===== src/rtl/multicycle_microprocessor_if.sv =====
// Instruction fetch bus between the core and the instruction ROM.
// The core drives pc/instr_req; the ROM answers with instruction/instr_valid.
interface multicycle_microprocessor_if #(
    parameter int PC_W = 8
);
    logic [7:0]      instruction;
    logic            instr_valid;
    logic            instr_req;
    logic [PC_W-1:0] pc;

    modport master (input instruction, input instr_valid, output instr_req, output pc);
    modport slave  (output instruction, output instr_valid, input instr_req, input pc);
endinterface


===== src/rtl/multicycle_microprocessor.sv =====
// Multi-cycle 8-bit-ISA core: FETCH/DECODE/EXEC/MEM/WB/HALT sequencer, 4-entry regfile, DMEM.
// Define MP_OVF_TRAP_EN to halt (without writeback) on signed ADD overflow.
module multicycle_microprocessor #(
    parameter int DATA_W     = 8,
    parameter int PC_W       = 8,
    parameter int DMEM_DEPTH = 16,
    parameter logic [DMEM_DEPTH*DATA_W-1:0] DMEM_INIT = '0
) (
    input  logic                       clk,
    input  logic                       reset,
    multicycle_microprocessor_if.master imem,
    output logic                       wb_valid,
    output logic [DATA_W-1:0]          wb_data,
    output logic [6:0]                 lowerHex,
    output logic [6:0]                 higherHex,
    output logic [1:0]                 flags,
    output logic                       halted
);
    localparam int AW = $clog2(DMEM_DEPTH);
    localparam logic [1:0] OP_ADD   = 2'b00;
    localparam logic [1:0] OP_LOAD  = 2'b01;
    localparam logic [1:0] OP_STORE = 2'b10;
    localparam logic [6:0] SEG_ZERO = 7'b1000000;

    typedef enum logic [2:0] {S_FETCH, S_DECODE, S_EXEC, S_MEM, S_WB, S_HALT} state_e;

    state_e              state_q, state_d;
    logic [PC_W-1:0]     pc_q, pc_d;
    logic [7:0]          ir_q, ir_d;
    logic [DATA_W-1:0]   opa_q, opa_d, opb_q, opb_d, alu_q, alu_d, mdr_q, mdr_d;
    logic [1:0]          flags_q, flags_d;
    logic                instr_req_q, instr_req_d;
    logic                wb_valid_q;
    logic [DATA_W-1:0]   wb_data_q;
    logic [6:0]          lo_hex_q, hi_hex_q;
    logic [DATA_W-1:0]   regs_q [4];
    logic [DATA_W-1:0]   dmem_q [DMEM_DEPTH];

    logic                rf_we, dm_we;
    logic [1:0]          rf_waddr;
    logic [DATA_W-1:0]   rf_wdata, sum, imm_x;
    logic [PC_W-1:0]     imm_pc;
    logic [AW-1:0]       dm_addr;
    logic                ovf;

    function automatic logic [6:0] seg7(input logic [3:0] n);
        case (n)
            4'h0: seg7 = 7'b1000000;  4'h1: seg7 = 7'b1111001;
            4'h2: seg7 = 7'b0100100;  4'h3: seg7 = 7'b0110000;
            4'h4: seg7 = 7'b0011001;  4'h5: seg7 = 7'b0010010;
            4'h6: seg7 = 7'b0000010;  4'h7: seg7 = 7'b1111000;
            4'h8: seg7 = 7'b0000000;  4'h9: seg7 = 7'b0010000;
            4'hA: seg7 = 7'b0001000;  4'hB: seg7 = 7'b0000011;
            4'hC: seg7 = 7'b1000110;  4'hD: seg7 = 7'b0100001;
            4'hE: seg7 = 7'b0000110;  default: seg7 = 7'b0001110;
        endcase
    endfunction

    assign imm_x   = {{(DATA_W-2){ir_q[1]}}, ir_q[1:0]};
    assign imm_pc  = {{(PC_W-2){ir_q[1]}}, ir_q[1:0]};
    assign sum     = opa_q + opb_q;
    assign ovf     = (opa_q[DATA_W-1] == opb_q[DATA_W-1]) && (sum[DATA_W-1] != opa_q[DATA_W-1]);
    assign dm_addr = AW'(opa_q + imm_x);

    always_comb begin
        state_d     = state_q;
        pc_d        = pc_q;
        ir_d        = ir_q;
        opa_d       = opa_q;
        opb_d       = opb_q;
        alu_d       = alu_q;
        mdr_d       = mdr_q;
        flags_d     = flags_q;
        instr_req_d = 1'b0;
        rf_we       = 1'b0;
        rf_waddr    = ir_q[1:0];
        rf_wdata    = alu_q;
        dm_we       = 1'b0;
        case (state_q)
            S_FETCH: begin
                instr_req_d = 1'b1;
                if (instr_req_q && imem.instr_valid) begin
                    ir_d        = imem.instruction;
                    instr_req_d = 1'b0;
                    state_d     = S_DECODE;
                end
            end
            S_DECODE: begin
                opa_d   = regs_q[ir_q[5:4]];
                opb_d   = regs_q[ir_q[3:2]];
                state_d = S_EXEC;
            end
            S_EXEC: begin
                case (ir_q[7:6])
                    OP_ADD: begin
                        alu_d   = sum;
                        state_d = S_WB;
                        if (ovf) begin
                            flags_d[1] = 1'b1;
`ifdef MP_OVF_TRAP_EN
                            state_d = S_HALT;
`endif
                        end
                    end
                    OP_LOAD, OP_STORE: state_d = S_MEM;
                    default: begin
                        // A taken branch to itself can never make progress: trap instead.
                        if (opa_q == opb_q && ir_q[1:0] == 2'b00) begin
                            flags_d[0] = 1'b1;
                            state_d    = S_HALT;
                        end else begin
                            pc_d        = (opa_q == opb_q) ? pc_q + imm_pc : pc_q + PC_W'(1);
                            instr_req_d = 1'b1;
                            state_d     = S_FETCH;
                        end
                    end
                endcase
            end
            S_MEM: begin
                if (ir_q[7:6] == OP_LOAD) begin
                    mdr_d   = dmem_q[dm_addr];
                    state_d = S_WB;
                end else begin
                    dm_we       = 1'b1;
                    pc_d        = pc_q + PC_W'(1);
                    instr_req_d = 1'b1;
                    state_d     = S_FETCH;
                end
            end
            S_WB: begin
                rf_we       = 1'b1;
                rf_waddr    = (ir_q[7:6] == OP_LOAD) ? ir_q[3:2] : ir_q[1:0];
                rf_wdata    = (ir_q[7:6] == OP_LOAD) ? mdr_q : alu_q;
                pc_d        = pc_q + PC_W'(1);
                instr_req_d = 1'b1;
                state_d     = S_FETCH;
            end
            default: state_d = S_HALT;
        endcase
    end

    always_ff @(posedge clk or negedge reset) begin
        if (!reset) begin
            state_q     <= S_FETCH;
            pc_q        <= '0;
            ir_q        <= '0;
            opa_q       <= '0;
            opb_q       <= '0;
            alu_q       <= '0;
            mdr_q       <= '0;
            flags_q     <= '0;
            instr_req_q <= 1'b0;
            wb_valid_q  <= 1'b0;
            wb_data_q   <= '0;
            lo_hex_q    <= SEG_ZERO;
            hi_hex_q    <= SEG_ZERO;
        end else begin
            state_q     <= state_d;
            pc_q        <= pc_d;
            ir_q        <= ir_d;
            opa_q       <= opa_d;
            opb_q       <= opb_d;
            alu_q       <= alu_d;
            mdr_q       <= mdr_d;
            flags_q     <= flags_d;
            instr_req_q <= instr_req_d;
            wb_valid_q  <= rf_we;
            if (rf_we) begin
                wb_data_q <= rf_wdata;
                lo_hex_q  <= seg7(rf_wdata[3:0]);
                hi_hex_q  <= seg7(rf_wdata[7:4]);
            end
        end
    end

    always_ff @(posedge clk or negedge reset) begin
        if (!reset) begin
            for (int i = 0; i < 4; i++) regs_q[i] <= '0;
            for (int i = 0; i < DMEM_DEPTH; i++) dmem_q[i] <= DMEM_INIT[i*DATA_W +: DATA_W];
        end else begin
            if (rf_we) regs_q[rf_waddr] <= rf_wdata;
            if (dm_we) dmem_q[dm_addr] <= opb_q;
        end
    end

    assign imem.instr_req = instr_req_q;
    assign imem.pc        = pc_q;
    assign wb_valid       = wb_valid_q;
    assign wb_data        = wb_data_q;
    assign lowerHex       = lo_hex_q;
    assign higherHex      = hi_hex_q;
    assign flags          = flags_q;
    assign halted         = (state_q == S_HALT);
endmodule


===== src/flat_wrapper.sv =====
// flat-port wrapper written by rule: the top's interface ports become plain ports
module multicycle_microprocessor_flat 
#(
    parameter int DATA_W     = 8,
    parameter int PC_W       = 8,
    parameter int DMEM_DEPTH = 16,
    parameter logic [DMEM_DEPTH*DATA_W-1:0] DMEM_INIT = '0
)
  (clk, reset, wb_valid, wb_data, lowerHex, higherHex, flags, halted, imem_instruction, imem_instr_valid, imem_instr_req, imem_pc);
  multicycle_microprocessor_if #(.PC_W(PC_W)) imem_i ();
  input  logic clk;
  input  logic reset;
  output logic wb_valid;
  output logic [DATA_W-1:0] wb_data;
  output logic [6:0] lowerHex;
  output logic [6:0] higherHex;
  output logic [1:0] flags;
  output logic halted;
  input wire logic [$bits(imem_i.instruction)-1:0] imem_instruction;
  input wire logic [$bits(imem_i.instr_valid)-1:0] imem_instr_valid;
  output wire logic [$bits(imem_i.instr_req)-1:0] imem_instr_req;
  output wire logic [$bits(imem_i.pc)-1:0] imem_pc;
  assign imem_i.instruction = imem_instruction;
  assign imem_i.instr_valid = imem_instr_valid;
  assign imem_instr_req = imem_i.instr_req;
  assign imem_pc = imem_i.pc;
  multicycle_microprocessor #(.DATA_W(DATA_W), .PC_W(PC_W), .DMEM_DEPTH(DMEM_DEPTH), .DMEM_INIT(DMEM_INIT)) u_core (.clk(clk), .reset(reset), .imem(imem_i), .wb_valid(wb_valid), .wb_data(wb_data), .lowerHex(lowerHex), .higherHex(higherHex), .flags(flags), .halted(halted));
endmodule

===== config.mk =====
export PLATFORM = sky130hd
export DESIGN_NAME = multicycle_microprocessor_flat
export DESIGN_NICKNAME = d
export VERILOG_FILES = /design/src/rtl/multicycle_microprocessor_if.sv /design/src/rtl/multicycle_microprocessor.sv /design/src/flat_wrapper.sv
export SDC_FILE = /design/constraint.sdc
export NUM_CORES = 1
export LEC_CHECK = 0
export BUFFER_PORTS_ARGS = -buffer_cell sky130_fd_sc_hd__clkbuf_2
export CAP_MARGIN = 20
export CORE_MARGIN = 2
export CORE_UTILIZATION = 25
export CTS_CLUSTER_DIAMETER = 50
export DETAILED_ROUTE_END_ITERATION = 12
export GPL_TIMING_DRIVEN = 1
export HOLD_SLACK_MARGIN = 0.1
export SETUP_SLACK_MARGIN = 0.1
export SLEW_MARGIN = 20
export SYNTH_ARGS = -nofsm -noshare
export SYNTH_HDL_FRONTEND = slang
export SYNTH_SLANG_ARGS = --single-unit
export TNS_END_PERCENT = 5

===== constraint.sdc =====
create_clock -name clk -period 9.5 [get_ports clk]
set_clock_uncertainty 0.05 [all_clocks]
set_input_delay 0.475 -clock clk [delete_from_list [all_inputs] [get_ports clk]]
set_output_delay 0.475 -clock clk [all_outputs]
set_load 0.05 [all_outputs]

==> summary.txt, run 1 <==
Detailed routing
  • DR vias/cell: around 4.8
  • Total routed wirelength: approximately 27000 µm
  • Initial DRC Count: 521
  • WL/cell: 17.0 µm
  • Via Count: approximately 7600
  • TritonRoute pass-1 iters: 4
  • Routed Antenna Nets: 0
  • Drt drc: 0

Die
  • Core ar.: roughly 47000 µm²
  • Core Rows: 79
  • Die area: 48900 µm²
  • Initial core utilization: 0.253
  • Die Ht: between 200 and 250 µm
  • I/O pin count: 46
  • Die Width: roughly 220 µm

Clock tree
  • CTS sink count: approximately 240
  • Register clock-pin slew on the reported worst setup and hold paths: approximately 0.060 ns
  • TritonCTS clock tree: yes
  • Worst skew pair latency: 0.54 ns
  • Post-CTS setup buffers: 0
  • Cts bufs inserted: 29
  • H-tree levels: 1
  • Clk root buf: clkbuf_16
  • Clock Tree Buf Depth: 3
  • Post-CTS sizing: 0

Power and ir drop
  • Leakage: between 6 and 7 nW
  • PwrDens: about 320 nW/µm²
  • IR drop worst, VDD: 0.251 mV

Logic synthesis
  • Fraction of registers with async set/reset: 1.00
  • Yosys warnings: 0
  • Post-Syn Nets: 979
  • Area contributors post-synth: dfrtp_1 50%, mux2_2 15%, mux4_2 9.4%
  • Syn avg cell area: 12.7 µm²
  • Cells after synthesis: slightly above 900
  • Synth Register Bits: between 200 and 250
  • Post-synth top flop: dfrtp_1
  • Mapped Area: around 12000 µm²
  • Count leader, synth: dfrtp_1
  • Post-synth EDFFs: 0
  • Count of cell types in the netlist: 64
  • Register area share after synthesis: 0.503
  • Commonest cells post-synth: 235 x dfrtp_1, 157 x mux2_2, 95 x nand2_1
  • Cell taking the most area after synthesis: dfrtp_1
  • Post-synth top area share: 0.499

Timing
  • Min Tclk post-route: between 3 and 4 ns
  • Pins Over Slew Limit: 0
  • Setup WS post-layout: between 5 and 6 ns
  • Post-Route Setup TNS: 0 ns
  • Least-Margin Pin Slew: between 0.8 and 0.9 ns
  • Post-route clock period utilization: 0.396
  • Final Hold Vio Count: 0
  • Final setup viols: 0
  • Highest clock rate: between 200 and 300 MHz
  • Slew HR: 0.390
  • RSZ-0062 raised after global routing: no

Setup path
  • Data required, critical path: 9.85 ns
  • Worst EP arrival: just over 4 ns
  • CP Capture Type: flop
  • Buffer and inverter count on the worst path: 2
  • Crit path max fanout: 18
  • Crit path max-delay family: adder cells
  • WS Path Type: reg -> reg
  • Slowest cell on crit path: mux2i_1
  • Critical-path cell list: inv_1, ha_1, and4bb_2, mux2i_1, inv_1, ha_1, and3_1, a221oi_1, o21ai_0
  • CP max stage delay: around 0.8 ns
  • Startpoint type of the worst setup path: flop

Placed design
  • Hpwl dp: 18300 µm
  • Placed inst area: ~13000 µm²
  • Port bufs: 45
  • Routability cong.: between 0.7 and 0.8
  • Pre-CTS setup slack: roughly 5.8 ns

Layout
  • Design Area, Final: 13700 µm²
  • Antenna Cells: 0
  • P&R area growth vs syn: 16.0%
  • Share of layout cells above drive strength 1: 0.333
  • Final #Nets: slightly above 1000

Global route
  • First-pass GRT wire length: 44200 µm
  • GR Util All Layers: 0.111
  • Number of global-route vias before repair: approximately 7900
  • Final global-route overflow total: 0
  • Initial antenna violation count: 0
  • Largest net degree at the start of global routing: 95

Worst hold path
  • HP Class: in -> reg

Flow run
  • Maxcap violations: 0

Run status
  • Outcome: complete, no violations
==> area by class of cell <==
class	count	area, µm²
Clock buffer	42	845
Sequential cell	237	5930
Timing Repair Buffer	57	332
Multi-Input combinational cell	633	5620
Clock inverter	11	126
Tap cell	607	759
Inverter	18	67.6
Fill cell	4680	32900
==> power by group <==
part | switching (mW) | internal (mW) | leakage [nW]
Combinational | 1.06 | 0.674 | 2.56
Clock | 0.429 | 0.672 | 0.470
Sequential | 0.255 | 1.23 | 3.23
Total | 1.74 | 2.58 | 6.26
==> layout by cell type, fill, tap and decap left out, drive strengths merged, types with 3 or more instances in the layout <==
cell type	n
nor2b	4
o21bai	3
buf	12
ha	34
xnor2	8
o41ai	3
xor2	8
and3	3
a211oi	6
or3	3
o21ai	61
clkinv	5
clkinvlp	3
nand2	95
nand3	11
and2	3
mux2	158
nor3	11
dfrtp	235
a21oi	33
fa	3
o21a	3
a22o	9
mux4	49
a21o	8
clkbuf	86
mux2i	20
a221oi	11
inv	19
a221o	3
nor2	51
nand2b	6
==> flip-flops by register name, summed over array words and instances (netlist names), 7 cells and up <==
signal	cells
u_core.dmem_q	128
u_core.regs_q	32
u_core.alu_q	8
u_core.imem.pc	8
u_core.ir_q	8
u_core.mdr_q	8
u_core.opa_q	8
u_core.opb_q	8
u_core.wb_data	8
u_core.higherHex	7
u_core.lowerHex	7
==> cell families (layout without fill, tap and decap cells) <==
kind of cell / Yosys count / after routing / share of synthesized area
buffers and inverters: 61 / 128 / 0.0208
AND/OR/NAND/NOR: 199 / 199 / 0.0760
AO/OA/AOI/OAI: 154 / 154 / 0.0829
flip-flops: 237 / 237 / 0.503
multiplexers: 227 / 227 / 0.264
XOR/XNOR: 16 / 16 / 0.0119
adder cells (fa/ha/maj): 37 / 37 / 0.0412
==> metrics by stage <==
stage / hold slack [ns] / util / cells / power, mW
2_1_floorplan: 0.129 / - / 931 / 2.79
3_3_place_gp: 0.408 / 0.273 / 1550 / 3.20
3_5_place_dp: 0.415 / 0.273 / 1551 / 3.24
4_1_cts: 0.106 / 0.294 / 1605 / 4.36
5_1_grt: 0.117 / 0.294 / 1605 / 4.59
6_report: 0.125 / 0.294 / 1605 / 4.32
==> per-layer routing <==
metal	track usage	wire length, µm	vias to the layer above	share of wire
met1	0.149	12400	3923	0.45
li1	-	-	3517	-
met3	0.0174	1130	38	0.041
met4	0.0336	568	0	0.021
met2	0.185	13200	149	0.48
met5	0	0	-	0
==> repair_timing <==
| item | 4_1_cts | 5_1_grt |
|---|---|---|
| endpoints found under the setup margin | 0 | 0 |
| endpoints found under the hold margin | 91 | 0 |
| hold buffers | 1 | 0 |
==> final timing paths <==
| check | start | endpoint | slack (ns) | depth (start not counted) |
|---|---|---|---|---|
| worst min-delay path | imem_instruction[6] | u_core.ir_q[6] | 0.12 | 2 |
| max in group asynchronous | reset | u_core.dmem_q[96] | 6.88 | 4 |
| min in group asynchronous | reset | u_core.higherHex[3] | 0.52 | 2 |
| worst max register to register | u_core.ir_q[7] | u_core.higherHex[0] | 5.74 | 9 |
| worst max-delay path | u_core.ir_q[7] | u_core.higherHex[0] | 5.74 | 9 |
| worst min register to register | u_core.imem.pc[7] | u_core.imem.pc[7] | 0.42 | 1 |
Note: power is estimated with default switching activity, not from simulation.
==> run 2, diff against run 1 <==
==> constraint.sdc (replaced) <==
create_clock -name clk -period 3.1 [get_ports clk]
set_clock_uncertainty 0.05 [all_clocks]
set_input_delay 0.155 -clock clk [delete_from_list [all_inputs] [get_ports clk]]
set_output_delay 0.155 -clock clk [all_outputs]
set_load 0.05 [all_outputs]
==> run 2 against run 1 <==
Design area increased by 3.9%; critical path type unchanged; critical endpoint is now u_core.dmem_q[105]; sequential share of layout area down 1.6 points; via count up 2.5%.
==> summary.txt, run 2 (synthesis results as in run 1) <==
Clock tree
  • Post-CTS setup buffers: 0 (unchanged)
  • Register clock-pin slew on the reported worst setup and hold paths: 0.06 ns (about the same)
  • Clock Tree Buf Depth: 3 (unchanged)
  • CTS sink count: 237 (unchanged)
  • Cts bufs inserted: 31 (was 29)
  • H-tree levels: 1 (unchanged)
  • Clk root buf: clkbuf_16 (unchanged)
  • Worst skew pair latency: 0.55 ns (was 0.54 ns)
  • TritonCTS clock tree: yes (unchanged)

Layout
  • Max reg flops: 128 (unchanged)
  • Layout fillers: 4647 (was 4680)
  • Largest registers: u_core.dmem_q: 128 flops, u_core.regs_q: 32 flops (unchanged)
  • Area of the multi-input gates: 5630 µm² (was 5620 µm²)
  • Share of layout cells above drive strength 1: 0.362 (was 0.333)
  • Biggest register: u_core.dmem_q (unchanged)
  • Fin util: 0.305 (was 0.294)
  • Antenna Cells: 0 (unchanged)
  • Leading cell type in the layout, fill and taps excluded: dfrtp_1 (unchanged)
  • Most frequent cells in the layout: 235 x dfrtp_1, 157 x mux2_2, 95 x nand2_1 (unchanged)
  • Register area: 5930 µm² (unchanged)
  • P&R area growth vs syn: 20.5% (was 16.0%)
  • Final #Nets: 1072 (was 1024)

Power and ir drop
  • PwrDens: 985 nW/µm² (was 316 nW/µm²)
  • IR drop worst, VDD: 0.726 mV (was 0.251 mV)
  • Leakage: 6.57 nW (was 6.26 nW)

Timing
  • Final Hold Vio Count: 0 (unchanged)
  • Pins Over Slew Limit: 0 (unchanged)
  • Least-Margin Pin Slew: 0.837 ns (was 0.890 ns)
  • Final setup viols: 0 (unchanged)
  • Min Tclk post-route: 2.78 ns (was 3.76 ns)
  • Setup WS post-layout: 0.324 ns (was 5.74 ns)
  • RSZ-0062 raised after global routing: no (unchanged)
  • Slew HR: 0.440 (was 0.390)
  • Highest clock rate: 360 MHz (was 266 MHz)
  • Post-route clock period utilization: 0.896 (was 0.396)
  • Post-Route Setup TNS: 0 ns (unchanged)

Setup path
  • Most numerous cell on the critical path: nand2_1
  • Buffer and inverter count on the worst path: 0 (was 2)
  • WS Path Type: reg -> reg (unchanged)
  • Startpoint type of the worst setup path: flop (unchanged)
  • Slowest cell on crit path: fa_1 (was mux2i_1)
  • Critical-path cell list: ha_2, fa_1, xnor2_1, nand2_1, mux2i_2, nand2_1, mux2_2 (was inv_1, ha_1, and4bb_2, mux2i_1, inv_1, ha_1, and3_1, a221oi_1, o21ai_0)
  • Worst EP arrival: 3.15 ns (was 4.11 ns)
  • R2R setup slack: 0.32 ns (was 5.74 ns)
  • R2r startpoint: u_core.opa_q[0] (was u_core.ir_q[7])
  • Crit path max-delay family: multiplexers (was adder cells)
  • CP max stage delay: 0.46 ns (was 0.80 ns)
  • Setup crit start: u_core.opa_q[0] (was u_core.ir_q[7])
  • CP Capture Type: flop (unchanged)
  • Data required, critical path: 3.48 ns (was 9.85 ns)
  • Crit path max fanout: 8 (was 18)

Detailed routing
  • Routed Antenna Nets: 0 (unchanged)
  • Total routed wirelength: 28700 µm (was 27300 µm)
  • WL/cell: 17.3 µm (was 17.0 µm)
  • TritonRoute pass-1 iters: 5 (was 4)
  • Drt drc: 0 (unchanged)
  • Via Count: 7821 (was 7627)
  • DR vias/cell: 4.73 (was 4.75)
  • Initial DRC Count: 543 (was 521)

Global route
  • Initial antenna violation count: 0 (unchanged)
  • Final global-route overflow total: 0 (unchanged)
  • First-pass GRT wire length: 46100 µm (was 44200 µm)
  • Number of global-route vias before repair: 8038 (was 7892)
  • GR Util All Layers: 0.117 (was 0.111)
  • Largest net degree at the start of global routing: 89 (was 95)

Die
  • I/O pin count: 46 (unchanged)
  • Die Width: 221 µm (unchanged)
  • Die area: 48900 µm² (unchanged)
  • Core ar.: 46600 µm² (unchanged)
  • Die Ht: 221 µm (unchanged)
  • Initial core utilization: 0.253 (unchanged)
  • Core Rows: 79 (unchanged)

Run status
  • Outcome: complete, no violations (unchanged)

Placed design
  • Hpwl dp: 19600 µm (was 18300 µm)
  • Port bufs: 45 (unchanged)
  • Routability cong.: 0.799 (was 0.774)
  • Pre-CTS setup slack: 0.247 ns (was 5.79 ns)

Worst hold path
  • HP Class: in -> async (was in -> reg)

Flow run
  • Maxcap violations: 0 (unchanged)
==> run 2: changes by cell type in the layout (fill, tap and decap cells not counted), sizes merged <==
cell,previous run,this run
buf,12,49
dlygate4sd3,1,10
clkbuf,86,82
clkinv,5,9
inv,19,22
bufinv,2,4
clkinvlp,3,2
==> run 2: metrics by stage <==
| stage | power, mW | hold WS (ns) | cell area [µm²] | cells |
|---|---|---|---|---|
| 4_1_cts | 14.1 | 0.189 | 14200 | 1655 |
| 3_3_place_gp | 10.2 | 0.172 | 13000 | 1588 |
| 3_5_place_dp | 10.3 | 0.178 | 13000 | 1588 |
| 2_1_floorplan | 8.55 | -0.191 | 11800 | 931 |
| 6_report | 14.0 | 0.172 | 14200 | 1655 |
| 5_1_grt | 14.8 | 0.224 | 14200 | 1655 |
==> run 2: final cells by class <==
class	count	area share
well taps	607	0.0534
inverters	18	0.00475
clock inverters	19	0.0166
repair buffers	103	0.0525
clock buffers	38	0.0592
multi-input cells	633	0.396
flip-flops and latches	237	0.417
==> run 2: final timing paths <==
check | endpoint | depth (start not counted)
hold reg to reg | u_core.imem.pc[7] | 1
max in group asynchronous | u_core.dmem_q[8] | 3
min in group clk | u_core.ir_q[5] | 3
setup reg to reg | u_core.dmem_q[105] | 7
hold / removal | u_core.higherHex[3] | 2
setup / recovery | u_core.dmem_q[105] | 7
==> run 2: worst reg2reg max path, cell delays in order (launching register included) <==
cell,delay (ns)
dfrtp_1,0.40
ha_2,0.21
fa_1,0.46
xnor2_1,0.29
nand2_1,0.14
mux2i_2,0.34
nand2_1,0.38
mux2_2,0.38
==> run 2: power breakdown <==
part	internal (mW)	switching (mW)
clock	2.28	1.42
sequential	3.78	0.588
combinational	2.39	3.54
total	8.45	5.54
==> run 2: repair_timing <==
item,in CTS,in global routing
resized for setup,0,1
endpoints found under the setup margin,0,1
hold endpoints to repair,94,0
hold buffers,10,0
==> run 2: metal layers <==
metal  GRT usage  part of all wire
met3      0.0167             0.035
met5           0                 0
met1       0.162              0.47
met2       0.193              0.48
met4      0.0245             0.018
==> run 3, diff against run 2 <==
--- a/config.mk
+++ b/config.mk
@@ -9,7 +9,6 @@
 export CAP_MARGIN = 20
 export CORE_MARGIN = 2
 export CORE_UTILIZATION = 25
-export CTS_CLUSTER_DIAMETER = 50
 export DETAILED_ROUTE_END_ITERATION = 12
 export GPL_TIMING_DRIVEN = 1
 export HOLD_SLACK_MARGIN = 0.1
==> constraint.sdc (replaced) <==
create_clock -name clk -period 3.5 [get_ports clk]
set_clock_uncertainty 0.05 [all_clocks]
set_input_delay 0.175 -clock clk [delete_from_list [all_inputs] [get_ports clk]]
set_output_delay 0.175 -clock clk [all_outputs]
set_load 0.05 [all_outputs]
==> run 3 against run 2 <==
First-iteration DRC count decreased by 1.8%; sequential power decreased by 10%; utilization decreased by 0.56 points; hold slack improved by 0.069 ns; largest cell class unchanged; non-clock buffer count decreased by 8.
==> summary.txt, run 3 (synthesis results as in run 1) <==
Timing
  • Min Tclk post-route: 3.00 ns (was 2.78 ns)
  • Final Hold Vio Count: 0 (unchanged)
  • Post-Route Setup TNS: 0 ns (unchanged)
  • Post-route clock period utilization: 0.858 (was 0.896)
  • Slew HR: 0.384 (was 0.440)
  • Final setup viols: 0 (unchanged)
  • Setup WS post-layout: 0.498 ns (was 0.324 ns)
  • Least-Margin Pin Slew: 0.924 ns (was 0.837 ns)
  • RSZ-0062 raised after global routing: no (unchanged)
  • Pins Over Slew Limit: 0 (unchanged)
  • Highest clock rate: 333 MHz (was 360 MHz)

Clock tree
  • H-tree levels: 1 (unchanged)
  • Post-CTS sizing: 0 (unchanged)
  • Cts bufs inserted: 27 (was 31)
  • Worst skew pair latency: 0.53 ns (was 0.55 ns)
  • Clock Tree Buf Depth: 3 (unchanged)
  • CTS sink count: 237 (unchanged)
  • TritonCTS clock tree: yes (unchanged)
  • Clk root buf: clkbuf_16 (unchanged)
  • Register clock-pin slew on the reported worst setup and hold paths: 0.06 ns (about the same)
  • Post-CTS setup buffers: 0 (unchanged)
  • Cts hold-fix bufs: 10 (unchanged)

Flow run
  • Maxcap violations: 0 (unchanged)

Detailed routing
  • DR vias/cell: 4.72 (was 4.73)
  • TritonRoute pass-1 iters: 5 (unchanged)
  • WL/cell: 17.2 µm (was 17.3 µm)
  • Routed Antenna Nets: 0 (unchanged)
  • Initial DRC Count: 533 (was 543)
  • Via Count: 7733 (was 7821)
  • Drt drc: 0 (unchanged)
  • Total routed wirelength: 28200 µm (was 28700 µm)

Layout
  • Finished Layout Cells: 1639 (was 1655)
  • Layout fillers: 4667 (was 4647)
  • Final #Nets: 1060 (was 1072)
  • Share of layout cells above drive strength 1: 0.349 (was 0.362)
  • Register area: 5930 µm² (unchanged)
  • Fin util: 0.300 (was 0.305)
  • P&R area growth vs syn: 18.3% (was 20.5%)
  • Max reg flops: 128 (unchanged)
  • Antenna Cells: 0 (unchanged)
  • Biggest register: u_core.dmem_q (unchanged)
  • Area of the multi-input gates: 5620 µm² (was 5630 µm²)
  • Leading cell type in the layout, fill and taps excluded: dfrtp_1 (unchanged)
  • Largest registers: u_core.dmem_q: 128 flops, u_core.regs_q: 32 flops (unchanged)
  • Most frequent cells in the layout: 235 x dfrtp_1, 157 x mux2_2, 95 x nand2_1 (unchanged)

Global route
  • Largest net degree at the start of global routing: 116 (was 89)
  • Number of global-route vias before repair: 8046 (was 8038)
  • Initial antenna violation count: 0 (unchanged)
  • Final global-route overflow total: 0 (unchanged)
  • GR Util All Layers: 0.116 (was 0.117)
  • First-pass GRT wire length: 45900 µm (was 46100 µm)

Setup path
  • Worst r2r dst: u_core.dmem_q[7] (was u_core.dmem_q[105])
  • Data required, critical path: 3.86 ns (was 3.48 ns)
  • Slowest cell on crit path: fa_1 (unchanged)
  • R2R setup slack: 0.50 ns (was 0.32 ns)
  • CP max stage delay: 0.47 ns (was 0.46 ns)
  • Cells on worst reg2reg path: 8 (was 7)
  • Critical-path cell list: ha_2, fa_1, xor2_1, buf_4, nand2_1, mux2i_4, nand2_1, mux2_1 (was ha_2, fa_1, xnor2_1, nand2_1, mux2i_2, nand2_1, mux2_2)
  • CP Capture Type: flop (unchanged)
  • Buffer and inverter count on the worst path: 1 (was 0)
  • Most numerous cell on the critical path: nand2_1 (unchanged)
  • Startpoint type of the worst setup path: flop (unchanged)
  • R2r startpoint: u_core.ir_q[0] (was u_core.opa_q[0])
  • Worst EP arrival: 3.37 ns (was 3.15 ns)
  • Crit path max fanout: 10 (was 8)
  • Crit path max-delay family: multiplexers (unchanged)
  • WS Path Type: reg -> reg (unchanged)
  • Setup crit start: u_core.ir_q[0] (was u_core.opa_q[0])

Placed design
  • Pre-CTS setup slack: 0.541 ns (was 0.247 ns)
  • Placed insts: 1580 (was 1588)
  • Routability cong.: 0.823 (was 0.799)
  • Port bufs: 45 (unchanged)
  • Hpwl dp: 19500 µm (was 19600 µm)

Power and ir drop
  • Leakage: 6.44 nW (was 6.57 nW)
  • IR drop worst, VDD: 0.803 mV (was 0.726 mV)
  • PwrDens: 846 nW/µm² (was 985 nW/µm²)

Die
  • Core Rows: 79 (unchanged)
  • Initial core utilization: 0.253 (unchanged)
  • Die Ht: 221 µm (unchanged)
  • Die area: 48900 µm² (unchanged)
  • Die Width: 221 µm (unchanged)
  • I/O pin count: 46 (unchanged)
  • Core ar.: 46600 µm² (unchanged)

Worst hold path
  • HP Class: in -> async (unchanged)

Run status
  • Outcome: complete, no violations (unchanged)
==> run 3: cell count changes in the layout (fill, tap and decap cells not counted), moves of 3 or more <==
cell / before / now
inv_6: 4 / 0
clkinv_4: 4 / 1
bufinv_16: 4 / 1
buf_4: 44 / 38
clkbuf_8: 4 / 11
clkbuf_16: 31 / 27
==> run 3: layer usage <==
| layer | wire length, µm | track usage |
|---|---|---|
| met2 | 13400 | 0.190 |
| met5 | 0 | 0 |
| met4 | 386 | 0.0232 |
| met3 | 1110 | 0.0150 |
| met1 | 13300 | 0.163 |
==> run 3: how the worst max path moves through the flow <==
stage                                    end  cells past startpoint
final                       u_core.dmem_q[7]                      8
after detailed placement    u_core.dmem_q[7]                      8
after floorplan           u_core.lowerHex[3]                     11
after global routing        u_core.dmem_q[7]                      8
after CTS                   u_core.dmem_q[7]                      8
after global placement      u_core.dmem_q[7]                      8
==> run 3: layout make-up <==
type	count	area share
Clock buffer	40	0.0598
Clock inverter	9	0.00592
Inverter	18	0.00484
Multi-Input combinational cell	633	0.402
Sequential cell	237	0.425
Tap cell	607	0.0544
Timing Repair Buffer	95	0.0473
==> run 3: power by group <==
part	switching, mW	internal, mW
combinational	3.01	2.00
sequential	0.584	3.34
clock	1.14	1.72
==> run 3: metrics by stage <==
step / hold slack, ns / cell area [µm²] / total power [mW]
2_1_floorplan: -0.171 / 11800 / 7.57
3_3_place_gp: 0.278 / 12900 / 8.88
3_5_place_dp: 0.286 / 12900 / 8.99
4_1_cts: 0.315 / 14000 / 11.9
5_1_grt: 0.338 / 14000 / 12.6
6_report: 0.241 / 14000 / 11.8
==> run 3: worst reg2reg max path, cell delays in order, from the launching register on <==
cell     delay, ns
dfrtp_1       0.44
ha_2          0.22
fa_1          0.47
xor2_1        0.19
buf_4         0.17
nand2_1       0.13
mux2i_4       0.37
nand2_1       0.40
mux2_1        0.43
